## src/rtl/gray_pkg.sv

```systemverilog
// Shared types, channel layout and arithmetic helpers for the grayscale stream path.
// Build with GRAY_LUMA_WEIGHTS_EN defined to get weighted luma instead of the plain average.
package gray_pkg;

  typedef enum logic [1:0] {
    ST_IDLE,
    ST_RUN,
    ST_DRAIN,
    ST_DONE
  } state_t;

  localparam int CH_W  = 8;
  localparam int R_LSB = 16;
  localparam int G_LSB = 8;
  localparam int B_LSB = 0;

  localparam int unsigned DIV3_MUL   = 683;
  localparam int unsigned DIV3_SHIFT = 11;

  localparam int unsigned LUMA_R     = 77;
  localparam int unsigned LUMA_G     = 150;
  localparam int unsigned LUMA_B     = 29;
  localparam int unsigned LUMA_SHIFT = 8;

`ifdef GRAY_LUMA_WEIGHTS_EN
  localparam int SUM_W = 17;
`else
  localparam int SUM_W = 10;
`endif

  typedef logic [SUM_W-1:0] sum_t;

  // Stage-1 arithmetic: channel sum, or the weighted sum when luma weights are enabled.
  function automatic sum_t stage1_sum(input logic [23:0] rgb);
    logic [CH_W-1:0] r;
    logic [CH_W-1:0] g;
    logic [CH_W-1:0] b;
    r = rgb[R_LSB +: CH_W];
    g = rgb[G_LSB +: CH_W];
    b = rgb[B_LSB +: CH_W];
`ifdef GRAY_LUMA_WEIGHTS_EN
    return sum_t'(LUMA_R) * sum_t'(r) + sum_t'(LUMA_G) * sum_t'(g) + sum_t'(LUMA_B) * sum_t'(b);
`else
    return sum_t'(r) + sum_t'(g) + sum_t'(b);
`endif
  endfunction

  // Stage-2 arithmetic: 683/2048 is an exact floor(x/3) for every sum up to 765.
  function automatic logic [CH_W-1:0] stage2_y(input sum_t s);
`ifdef GRAY_LUMA_WEIGHTS_EN
    return CH_W'(s >> LUMA_SHIFT);
`else
    return CH_W'((20'(s) * 20'(DIV3_MUL)) >> DIV3_SHIFT);
`endif
  endfunction

endpackage

```

## src/rtl/gray_stream_ctrl_if.sv

```systemverilog
// FIFO-side signals of the grayscale controller: FWFT input FIFO read port and output FIFO write port.
interface gray_stream_ctrl_if #(
  parameter int DATA_WIDTH = 32
);
  logic [DATA_WIDTH-1:0] in_dout;
  logic                  in_empty;
  logic                  in_rd_en;
  logic                  out_full;
  logic                  out_wr_en;
  logic [DATA_WIDTH-1:0] out_din;

  modport master (
    input  in_dout, in_empty, out_full,
    output in_rd_en, out_wr_en, out_din
  );

  modport slave (
    output in_dout, in_empty, out_full,
    input  in_rd_en, out_wr_en, out_din
  );
endinterface

```

## src/rtl/gray_pixel_pipe.sv

```systemverilog
// Two-stage stallable RGB-to-gray pipeline; the whole pipe freezes while the output word is blocked.
module gray_pixel_pipe
  import gray_pkg::*;
(
  input  logic        clock,
  input  logic        reset,
  input  logic        in_valid,
  input  logic [23:0] rgb,
  input  logic        out_full,
  output logic        advance,
  output logic        s1_valid,
  output logic        s2_valid,
  output logic        wr_en,
  output logic [7:0]  y
);

  sum_t s1_sum;

  assign advance = !(s2_valid && out_full);
  assign wr_en   = s2_valid && !out_full;

  // NOTE: sequential state is written with non-blocking assignments only; the data
  // registers are reset as well so the output word reads zero out of reset.
  always_ff @(posedge clock or negedge reset) begin
    if (!reset) begin
      s1_valid <= 1'b0;
      s2_valid <= 1'b0;
      s1_sum   <= '0;
      y        <= '0;
    end else if (advance) begin
      s1_valid <= in_valid;
      s1_sum   <= stage1_sum(rgb);
      s2_valid <= s1_valid;
      y        <= stage2_y(s1_sum);
    end
  end

endmodule

```

## src/rtl/gray_stream_ctrl.sv

```systemverilog
// Frame controller: pops frame_pixels RGB words, converts them, pushes gray words, pulses done.
// Optional weighted luma conversion is selected with GRAY_LUMA_WEIGHTS_EN.
module gray_stream_ctrl
  import gray_pkg::*;
#(
  parameter int DATA_WIDTH  = 32,
  parameter int COUNT_WIDTH = 24
) (
  input  logic                   clock,
  input  logic                   reset,
  input  logic                   start,
  input  logic [COUNT_WIDTH-1:0] frame_pixels,
  output logic                   busy,
  output logic                   done,
  gray_stream_ctrl_if.master     bus
);

  state_t                 state;
  state_t                 state_nxt;
  logic [COUNT_WIDTH-1:0] n_pix;
  logic [COUNT_WIDTH-1:0] pop_cnt;
  logic                   advance;
  logic                   s1_valid;
  logic                   s2_valid;
  logic                   pop;
  logic                   last_pop;
  logic                   drain_done;
  logic [7:0]             y;

  assign pop      = (state == ST_RUN) && !bus.in_empty && advance && (pop_cnt < n_pix);
  assign last_pop = pop && (pop_cnt == n_pix - COUNT_WIDTH'(1));
  // The pipe is empty after this edge, so done lands the cycle after the final push.
  assign drain_done = !s1_valid && (!s2_valid || bus.out_wr_en);

  assign bus.in_rd_en = pop;
  assign busy         = (state != ST_IDLE);
  assign done         = (state == ST_DONE);
  assign bus.out_din  = DATA_WIDTH'({y, y, y});

  // NOTE: every signal written here gets a default first so no latch is inferred.
  always_comb begin
    state_nxt = state;
    case (state)
      ST_IDLE:  if (start) state_nxt = (frame_pixels == '0) ? ST_DONE : ST_RUN;
      ST_RUN:   if (last_pop) state_nxt = ST_DRAIN;
      ST_DRAIN: if (drain_done) state_nxt = ST_DONE;
      ST_DONE:  state_nxt = ST_IDLE;
      default:  state_nxt = ST_IDLE;
    endcase
  end

  always_ff @(posedge clock or negedge reset) begin
    if (!reset) begin
      state   <= ST_IDLE;
      n_pix   <= '0;
      pop_cnt <= '0;
    end else begin
      state <= state_nxt;
      if (state == ST_IDLE && start) begin
        n_pix   <= frame_pixels;
        pop_cnt <= '0;
      end else if (pop) begin
        pop_cnt <= pop_cnt + COUNT_WIDTH'(1);
      end
    end
  end

  gray_pixel_pipe u_pipe (
    .clock    (clock),
    .reset    (reset),
    .in_valid (pop),
    .rgb      (bus.in_dout[23:0]),
    .out_full (bus.out_full),
    .advance  (advance),
    .s1_valid (s1_valid),
    .s2_valid (s2_valid),
    .wr_en    (bus.out_wr_en),
    .y        (y)
  );

  // Pad bits above the pixel are deliberately ignored.
  if (DATA_WIDTH > 24) begin : g_pad
    logic unused_pad;
    assign unused_pad = ^bus.in_dout[DATA_WIDTH-1:24];
  end

endmodule

```

## src/flat_wrapper.sv

```systemverilog
// flat-port wrapper written by rule: the top's interface ports become plain ports
module gray_stream_ctrl_flat import gray_pkg::*;
#(
  parameter int DATA_WIDTH  = 32,
  parameter int COUNT_WIDTH = 24
)
  (clock, reset, start, frame_pixels, busy, done, bus_in_dout, bus_in_empty, bus_out_full, bus_in_rd_en, bus_out_wr_en, bus_out_din);
  gray_stream_ctrl_if #(.DATA_WIDTH(DATA_WIDTH)) bus_i ();
  input  logic clock;
  input  logic reset;
  input  logic start;
  input  logic [COUNT_WIDTH-1:0] frame_pixels;
  output logic busy;
  output logic done;
  input wire logic [$bits(bus_i.in_dout)-1:0] bus_in_dout;
  input wire logic [$bits(bus_i.in_empty)-1:0] bus_in_empty;
  input wire logic [$bits(bus_i.out_full)-1:0] bus_out_full;
  output wire logic [$bits(bus_i.in_rd_en)-1:0] bus_in_rd_en;
  output wire logic [$bits(bus_i.out_wr_en)-1:0] bus_out_wr_en;
  output wire logic [$bits(bus_i.out_din)-1:0] bus_out_din;
  assign bus_i.in_dout = bus_in_dout;
  assign bus_i.in_empty = bus_in_empty;
  assign bus_i.out_full = bus_out_full;
  assign bus_in_rd_en = bus_i.in_rd_en;
  assign bus_out_wr_en = bus_i.out_wr_en;
  assign bus_out_din = bus_i.out_din;
  gray_stream_ctrl #(.DATA_WIDTH(DATA_WIDTH), .COUNT_WIDTH(COUNT_WIDTH)) u_core (.clock(clock), .reset(reset), .start(start), .frame_pixels(frame_pixels), .busy(busy), .done(done), .bus(bus_i));
endmodule
```

## config.mk

```make
export PLATFORM = sky130hd
export DESIGN_NAME = gray_stream_ctrl_flat
export DESIGN_NICKNAME = d
export VERILOG_FILES = /design/src/rtl/gray_pkg.sv /design/src/rtl/gray_stream_ctrl_if.sv /design/src/rtl/gray_pixel_pipe.sv /design/src/rtl/gray_stream_ctrl.sv /design/src/flat_wrapper.sv
export SDC_FILE = /design/constraint.sdc
export NUM_CORES = 1
export LEC_CHECK = 0
export ABC_AREA = 1
export CORE_ASPECT_RATIO = 1.75
export CORE_MARGIN = 3
export CORE_UTILIZATION = 47
export CTS_BUF_LIST = sky130_fd_sc_hd__clkbuf_4 sky130_fd_sc_hd__clkbuf_8
export DETAILED_ROUTE_END_ITERATION = 6
export PLACE_DENSITY_LB_ADDON = 0.2
export REMOVE_ABC_BUFFERS = 1
export SLEW_MARGIN = 5
export SYNTH_ARGS = -nofsm -noshare
export SYNTH_HDL_FRONTEND = slang
export SYNTH_SLANG_ARGS = --single-unit
```

## constraint.sdc

```tcl
create_clock -name clock -period 9.5 [get_ports clock]
set_input_delay 0.95 -clock clock [delete_from_list [all_inputs] [get_ports clock]]
set_output_delay 0.95 -clock clock [all_outputs]
set_load 0.005 [all_outputs]
```

==> flow_metrics.tcl, run 1 <==
set metrics [dict create \
    synth_compound_area_share_pct 10.3 \
    cpPeakStageDelay_ns 0.59 \
    cts.repair.resized 0 \
    antenna_cells 0 \
    syn2layout_area_growth_pct 14.3 \
    maxCapViolCount 0 \
    drc 0 \
    grt_max_degree 71 \
    root_buffer "clkbuf_8" \
    ys.warnings.count 0 \
    grt_usage_pct 22.2 \
    fin_crit_ns 4.57 \
    dp_hpwl_mm 14.9 \
    reg2reg_setup_slack_ns 5.08 \
    cts_tree "done" \
    end_kind "output port" \
    ys.flop_type "dfrtp_1" \
    core_um2 14800 \
    dr.pass1.iters 6 \
    slew_headroom_pct 34.2 \
    clk_pin_slew_worst_paths_ns 0.08 \
    clkSinkCount 70 \
    cp-start-kind "primary input" \
    worstMarginPinSlew_ns 0.978 \
    drive_above_1_share_pct 4.80 \
    grt.overflow.total 0 \
    die_area_um2 16700 \
    final_cell_mix "nand2_1, inv_1, ha_1, clkdlybuf4s50_1, dfrtp_1" \
    cp.arrival_ns 3.62 \
    rsz0062_at_grt "false" \
    syn_avg_cell_area_um2 7.66 \
    rows 59 \
    vias 6193 \
    synth-xor-area-share_pct 4.70 \
    io_buffers 80 \
    multi_input_area_um2 4550 \
    drt-initial-drc-count 175 \
    synth-edff-count 0 \
    ys_ff_latch 70 \
    required_ns 8.55 \
    crit_path_max_fanout 28 \
    slew_violations 0 \
    cts_buffers 9 \
    max_freq_mhz 219 \
    fin_crit_sh_pct 48.1 \
    clk_latency_ns 0.36 \
    ioPinCount 97 \
    worstSetupPathType "primary input to output port" \
    synthArstFlopShare_pct 100 \
    routedWlPerCell_um 15.0 \
    postSynthCellCount 931 \
    layout_commonest_cell "nand2_1" \
    fin_tns_setup_ns 0 \
    grt_pass1_wl_mm 29.6 \
    place.gp.congestion 0.911 \
    setup_violations 0 \
    hold_class "flop to flop" \
    clockBufferDepth 2 \
    final_hold_viol_count 0 \
    post-cts-setup-buffers 0 \
    ys_seq_area_share_pct 24.6 \
    skew_ns 0.0220 \
    drt-vias-per-instance 5.23 \
    final_antenna_net_count 0 \
    syn_area_um2 7130 \
    synth_top_family_by_area "adder cells" \
    synthMuxAreaShare_pct 0 \
    cts_max_level 3 \
    crit_slowest_cell "clkdlybuf4s50_1" \
    die-height_um 169 \
    die_w_um 99.1 \
    fill_cells 1438 \
    routed_wl_mm 17.7 \
    synthAdderAreaFrac_pct 25.3 \
    holdBufCountCts 0 \
    antenna_found_initial 0 \
    synth_simple_gate_area_share_pct 23.1 \
    seqCellArea_um2 1750 \
    yosysUniqueCellTypes 42 \
    grt_pass1_vias 6457 \
    nets 1182 \
    status "complete, no violations" \
    start_util_pct 48.0 \
    worstPathCellList "clkdlybuf4s50_1 -> nand2_1 -> inv_2 -> nor2_1 -> nand3_1 -> nor2_1 -> nand3_1 -> nor2_4 -> clkdlybuf4s50_1" \
]
-- cell families (layout without fill, tap and decap cells) --
kind of cell    Yosys count  count (layout)
buf+inv                 201             263
fa+ha+maj               126             126
flops                    70              70
other cells               1               8
simple gates            363             363
xor+xnor                 35              35
compound gates          135             135
-- flip-flops by register name (all words and copies together) (netlist names) --
name	count
u_core.state	2
u_core.pop_cnt	24
u_core.n_pix	24
u_core.u_pipe.s2_valid	1
u_core.u_pipe.s1_valid	1
u_core.u_pipe.y	8
u_core.u_pipe.s1_sum	10
-- cells in the mapped netlist, drive strengths merged (10+ instances only) --
cell,count,share of area (%)
nand3,46,3.4
clkbuf,10,0.53
nor2,80,5.0
xnor2,13,1.6
o21ai,66,4.6
inv,164,8.6
ha,96,17
xor2,20,2.5
nand2,178,9.5
nand4,21,1.8
dfrtp,70,25
fa,30,8.4
a21oi,43,3.0
buf,25,2.7
nor3,21,1.8
-- critical path: cells and delay by family --
family / cells / cell delay [ns]
buffers and inverters: 3 / 1.36
and+or+nand+nor: 6 / 1.29
-- through the flow --
stage	std cells	setup slack, ns	hold WS [ns]	util, %	cell area, um^2
3_5_place_dp	1167	4.90	0.484	53.7	7960
2_1_floorplan	903	5.48	0.439	-	6930
6_report	1183	4.93	0.490	54.9	8150
3_3_place_gp	1167	4.89	0.493	53.7	7960
4_1_cts	1183	4.89	0.500	54.9	8150
5_1_grt	1183	4.72	0.514	54.9	8150
-- layout make-up --
cell class                      count  area share [%]
Clock inverter                      4           0.368
Clock buffer                       12            1.95
Sequential cell                    70            21.5
Multi-Input combinational cell    667            55.8
Tap cell                          183            2.81
Inverter                          166            7.65
Timing Repair Buffer               81            9.89
-- per-layer routing --
layer | part of all wire [%] | global-route usage (%) | up-vias
met1 | 33 | 20.6 | 2903
met2 | 59 | 44.9 | 115
met5 | 0 | 0 | -
li1 | - | - | 3118
met4 | 5.8 | 12.3 | 0
met3 | 2.6 | 2.64 | 57
-- worst paths after layout --
path / startpoint / endpoint / cells after the start
max in group asynchronous: reset / u_core.pop_cnt[9]$_DFFE_PN0P_ / 1
min in group asynchronous: reset / u_core.n_pix[3]$_DFFE_PN0P_ / 1
hold / removal: u_core.u_pipe.s1_valid$_DFFE_PN0N_ / u_core.u_pipe.s2_valid$_DFFE_PN0N_ / 2
setup / recovery: bus_out_full / bus_in_rd_en / 9
setup reg to reg: u_core.u_pipe.s1_sum[5]$_DFFE_PN0N_ / u_core.u_pipe.y[4]$_DFFE_PN0N_ / 21
hold reg to reg: u_core.u_pipe.s1_valid$_DFFE_PN0N_ / u_core.u_pipe.s2_valid$_DFFE_PN0N_ / 2
Power of run 1 is not shown: default switching activity piles up to over one toggle a cycle in this logic, so the estimate is an artifact.
==> run 2: changes to the inputs <==
clock period = 4.3 ns   (was 9.5 ns; I/O delays follow)
==> run 2 against run 1 <==
Flip-flop and latch count stayed put. Sequential share of layout area is 0.74 points lower. Critical path depth is 5 higher. Clock-buffer cell count is 1 lower. Cell count is 1.7% higher. Critical path type is now flop to flop.
==> flow_metrics.tcl, run 2 (synthesized netlist as in run 1, its figures left out) <==
set metrics [dict create \
    status "complete, no violations" \
    rr_startpoint "u_core.u_pipe.s1_sum[3]$_DFFE_PN0N_" \
    hold_class "primary input to async pin" \
    clkSinkCount 70 \
    ioPinCount 97 \
    worstMarginPinSlew_ns 0.936 \
    antenna_cells 0 \
    crit_path_max_fanout 5 \
    worstSetupPathType "flop to flop" \
    syn2layout_area_growth_pct 18.6 \
    drc 0 \
    reg2reg_setup_slack_ns 0.13 \
    cpPeakStageDelay_ns 0.54 \
    place_area_um2 8050 \
    nets 1202 \
    io_buffers 80 \
    cts_max_level 3 \
    crit_family "adder cells" \
    final_cell_mix "nand2_1, inv_1, ha_1, clkdlybuf4s50_1, dfrtp_1" \
    drt-vias-per-instance 5.17 \
    maxCapViolCount 0 \
    cts_tree "done" \
    timing.critical_path.from "u_core.u_pipe.s1_sum[3]$_DFFE_PN0N_" \
    fin_crit_ns 4.17 \
    setup_violations 0 \
    drt-initial-drc-count 179 \
    grt.overflow.total 0 \
    end_kind "flop" \
    design_area_um2 8450 \
    grt_usage_pct 21.8 \
    worstPathBufferInverterCount 3 \
    antenna_found_initial 0 \
    slew_headroom_pct 37.0 \
    start_util_pct 48.0 \
    required_ns 4.51 \
    dp_hpwl_mm 14.9 \
    grt_max_degree 71 \
    worstPathCellList "ha_1 -> fa_1 -> inv_1 -> fa_1 -> inv_1 -> fa_1 -> ha_1 -> ha_1 -> a21oi_2 -> o21ai_2 -> o21bai_2 -> buf_4 -> xnor2_1 -> o21ai_0" \
    die_w_um 99.1 \
    worstSetupPathDepth 14 \
    top_regs "u_core.n_pix: 24 flops, u_core.pop_cnt: 24 flops, u_core.u_pipe.s1_sum: 10 flops" \
    layout_commonest_cell "nand2_1" \
    drive_above_1_share_pct 7.94 \
    routedWlPerCell_um 14.9 \
    place.gp.congestion 0.914 \
    crit_slowest_cell "fa_1" \
    cp-start-kind "flop" \
    reg2reg_depth 14 \
    slew_violations 0 \
    holdBufCountCts 0 \
    die-height_um 169 \
    cp.arrival_ns 4.39 \
    skew_ns 0.0238 \
    final_antenna_net_count 0 \
    vias 6224 \
    core_um2 14800 \
    rows 59 \
    grt_pass1_vias 6208 \
    clk_pin_slew_worst_paths_ns 0.08 \
    dr.pass1.iters 5 \
    root_buffer "clkbuf_8" \
    max_freq_mhz 240 \
    fin_crit_sh_pct 97.0 \
    routed_wl_mm 18.0 \
    final_hold_viol_count 0 \
    cts_buffers 9 \
    die_area_um2 16700 \
    grt_pass1_wl_mm 28.9 \
    clockBufferDepth 2 \
    clk_latency_ns 0.36 \
]
## run 2: changes by cell type in the layout (fill, tap and decap cells not counted), moves of 2 or more
cell       previous run  this run
buf_4                 2        22
a21oi_1              43        41
a21oi_2               0         2
dfrtp_2               0         2
ha_1                 96        90
bufinv_16             0         3
ha_4                  0         5
dfrtp_1              70        68
o21ai_0              61        59
## run 2: stage by stage
step / worst slack [ns] / TNS (ns) / util (%) / std cells / hold WS (ns)
detailed placement: -0.0492 / -0.0492 / 54.3 / 1179 / 0.500
CTS: 0.0102 / 0 / 56.1 / 1198 / 0.240
floorplan: 0.278 / 0 / - / 903 / 0.134
finish: 0.128 / 0 / 57.0 / 1203 / 0.204
global placement: 0.0230 / 0 / 54.3 / 1179 / 0.502
global route: -0.0689 / -0.120 / 57.0 / 1203 / 0.268
## run 2: path summary, 6_finish.rpt
check	to
hold / removal	u_core.n_pix[21]$_DFFE_PN0P_
max in group asynchronous	u_core.u_pipe.s1_sum[6]$_DFFE_PN0N_
min in group clock	u_core.u_pipe.s2_valid$_DFFE_PN0N_
hold reg to reg	u_core.u_pipe.s2_valid$_DFFE_PN0N_
setup / recovery	u_core.u_pipe.y[2]$_DFFE_PN0N_
setup reg to reg	u_core.u_pipe.y[2]$_DFFE_PN0N_
## run 2: layout make-up
cell class / count / area, um^2
fillers: 1414 / 6390
multi-input cells: 667 / 4630
flip-flops and latches: 70 / 1750
repair buffers: 101 / 956
inverters: 166 / 623
well taps: 183 / 229
clock buffers: 11 / 151
clock inverters: 5 / 104
## run 2: timing repair
item                       CTS  global route
gates resized for setup      0            15
buffers inserted             3             5
setup endpoints to repair    2             7
pin swaps                    3             7
## run 2: metal layers
layer  global-route usage, %  wire, um
met1                    20.4      6030
met5                       0         0
met3                    2.72       376
met4                    12.3       959
met2                    43.9     10600
Power of run 2 is left out for the same reason.
==> run 3: changes to the inputs <==
CORE_ASPECT_RATIO = 1.2   (was 1.75)
==> run 3 against run 2 <==
Sequential share of layout area grew 0.27 points. Global-route usage shrank 1.1 points. Core utilization grew 0.13 points. Highest routed layer unchanged. Wire length shrank 7.5%. First-iteration DRC count grew 47%. Die area shrank 0.31%. Clock skew shrank 0.0061 ns.
==> flow_metrics.tcl, run 3 (synthesized netlist as in run 1, its figures left out) <==
set metrics [dict create \
    antenna_cells 0 \
    grt_usage_pct 20.8 \
    dr.pass1.iters 5 \
    cts_max_level 3 \
    drc 0 \
    drive_above_1_share_pct 6.52 \
    cts_buffers 9 \
    worstPathCellList "ha_4 -> ha_1 -> inv_1 -> fa_1 -> inv_1 -> fa_1 -> inv_1 -> fa_1 -> inv_1 -> ha_4 -> nand2_1 -> inv_1 -> nand4_1 -> o211ai_1 -> nand3_1 -> o21bai_2 -> nand2_1 -> nand2_1 -> nand2_1 -> nand3_1 -> nand2_1" \
    cp.arrival_ns 4.33 \
    slew_violations 0 \
    fill_cells 1412 \
    nets 1195 \
    rr_startpoint "u_core.u_pipe.s1_sum[5]$_DFFE_PN0N_" \
    top_regs "u_core.n_pix: 24 flops, u_core.pop_cnt: 24 flops, u_core.u_pipe.s1_sum: 10 flops" \
    maxCapViolCount 0 \
    required_ns 4.55 \
    io_buffers 80 \
    die-height_um 141 \
    rows 48 \
    final_antenna_net_count 0 \
    end_kind "flop" \
    drt-vias-per-instance 5.14 \
    fin_cells 1212 \
    timing.critical_path.from "u_core.u_pipe.s1_sum[5]$_DFFE_PN0N_" \
    crit_path_max_fanout 4 \
    worstMarginPinSlew_ns 0.890 \
    status "complete, no violations" \
    holdBufCountCts 0 \
    placed_cells 1196 \
    hold_class "primary input to async pin" \
    start_util_pct 48.9 \
    rsz0062_at_grt "true" \
    antenna_found_initial 0 \
    root_buffer "clkbuf_8" \
    vias 6233 \
    worstSetupPathType "flop to flop" \
    routedWlPerCell_um 13.7 \
    grt_pass1_vias 6263 \
    fin_crit_sh_pct 95.0 \
    cts_tree "done" \
    ioPinCount 97 \
    die_w_um 118 \
    cpPeakStageDelay_ns 0.53 \
    clk_pin_slew_worst_paths_ns 0.08 \
    dp_hpwl_mm 13.7 \
    crit_slowest_cell "fa_1" \
    clkSinkCount 70 \
    fin_crit_ns 4.09 \
    routed_wl_mm 16.6 \
    grt_max_degree 48 \
    final_hold_viol_count 0 \
    drt-initial-drc-count 263 \
    core_um2 14600 \
    layout_commonest_cell "nand2_1" \
    final_cell_mix "nand2_1, inv_1, ha_1, clkdlybuf4s50_1, dfrtp_1" \
    skew_ns 0.0177 \
    clk_latency_ns 0.35 \
    max_freq_mhz 245 \
    setup_violations 0 \
    die_area_um2 16700 \
    place.gp.congestion 0.884 \
    syn2layout_area_growth_pct 16.9 \
    grt_pass1_wl_mm 28.5 \
    grt.overflow.total 0 \
    cp-start-kind "flop" \
    slew_headroom_pct 40.1 \
    clockBufferDepth 2 \
]
==> run 3: changes by cell type in the layout (fill, tap and decap cells not counted), sizes merged <==
cell,previous run,this run
buf,22,15
bufinv,3,1
clkbuf,11,12
clkinv,3,2
clkinvlp,0,2
inv,165,164
==> run 3: metrics by stage <==
step | hold WS [ns] | cell area [um^2] | setup slack, ns | util, % | setup TNS [ns]
finish | 0.169 | 8330 | 0.215 | 57.1 | 0
global placement | 0.485 | 8070 | 0.0719 | 55.3 | 0
floorplan | 0.134 | 6930 | 0.278 | - | 0
CTS | 0.202 | 8270 | 0.0393 | 56.7 | 0
global route | 0.248 | 8330 | -0.0494 | 57.1 | -0.0494
detailed placement | 0.473 | 8070 | 0.0277 | 55.3 | 0
==> run 3: layout make-up <==
type / count / area (um^2) / area share [%]
well taps: 200 / 250 / 3.00
clock inverters: 3 / 45.0 / 0.541
clock buffers: 12 / 153 / 1.83
inverters: 166 / 623 / 7.48
multi-input cells: 667 / 4610 / 55.3
repair buffers: 94 / 901 / 10.8
flip-flops and latches: 70 / 1750 / 21.0
==> run 3: final timing paths <==
| kind | to | slack [ns] | depth (start not counted) |
|---|---|---|---|
| setup / recovery | u_core.u_pipe.y[4]$_DFFE_PN0N_ | 0.21 | 21 |
| setup reg to reg | u_core.u_pipe.y[4]$_DFFE_PN0N_ | 0.21 | 21 |
| hold / removal | u_core.n_pix[3]$_DFFE_PN0P_ | 0.17 | 1 |
| hold reg to reg | u_core.u_pipe.s2_valid$_DFFE_PN0N_ | 0.50 | 2 |
| max in group asynchronous | u_core.pop_cnt[14]$_DFFE_PN0P_ | 3.15 | 2 |
| min in group clock | u_core.u_pipe.s2_valid$_DFFE_PN0N_ | 0.50 | 2 |
==> run 3: worst max-delay path: cells and delay by family (launching register included) <==
family | cells | cell delay (ns)
buf+inv | 5 | 0.28
fa+ha+maj | 6 | 2.31
compound gates | 2 | 0.36
flops | 1 | 0.41
simple gates | 8 | 0.62
==> run 3: metal layers <==
| layer | routed length (um) | GRT usage [%] | vias to the layer above |
|---|---|---|---|
| met2 | 9030 | 40.3 | 111 |
| met1 | 6580 | 23.2 | 2941 |
| li1 | - | - | 3141 |
| met5 | 0 | 0 | - |
| met3 | 550 | 2.73 | 40 |
| met4 | 472 | 7.08 | 0 |
==> run 3: repair_timing <==
| action | 4_1_cts | 5_1_grt |
|---|---|---|
| endpoints found under the setup margin | 0 | 8 |
| setup buffers | 0 | 1 |
| resized for setup | 0 | 8 |
Power of run 3 is left out for the same reason.
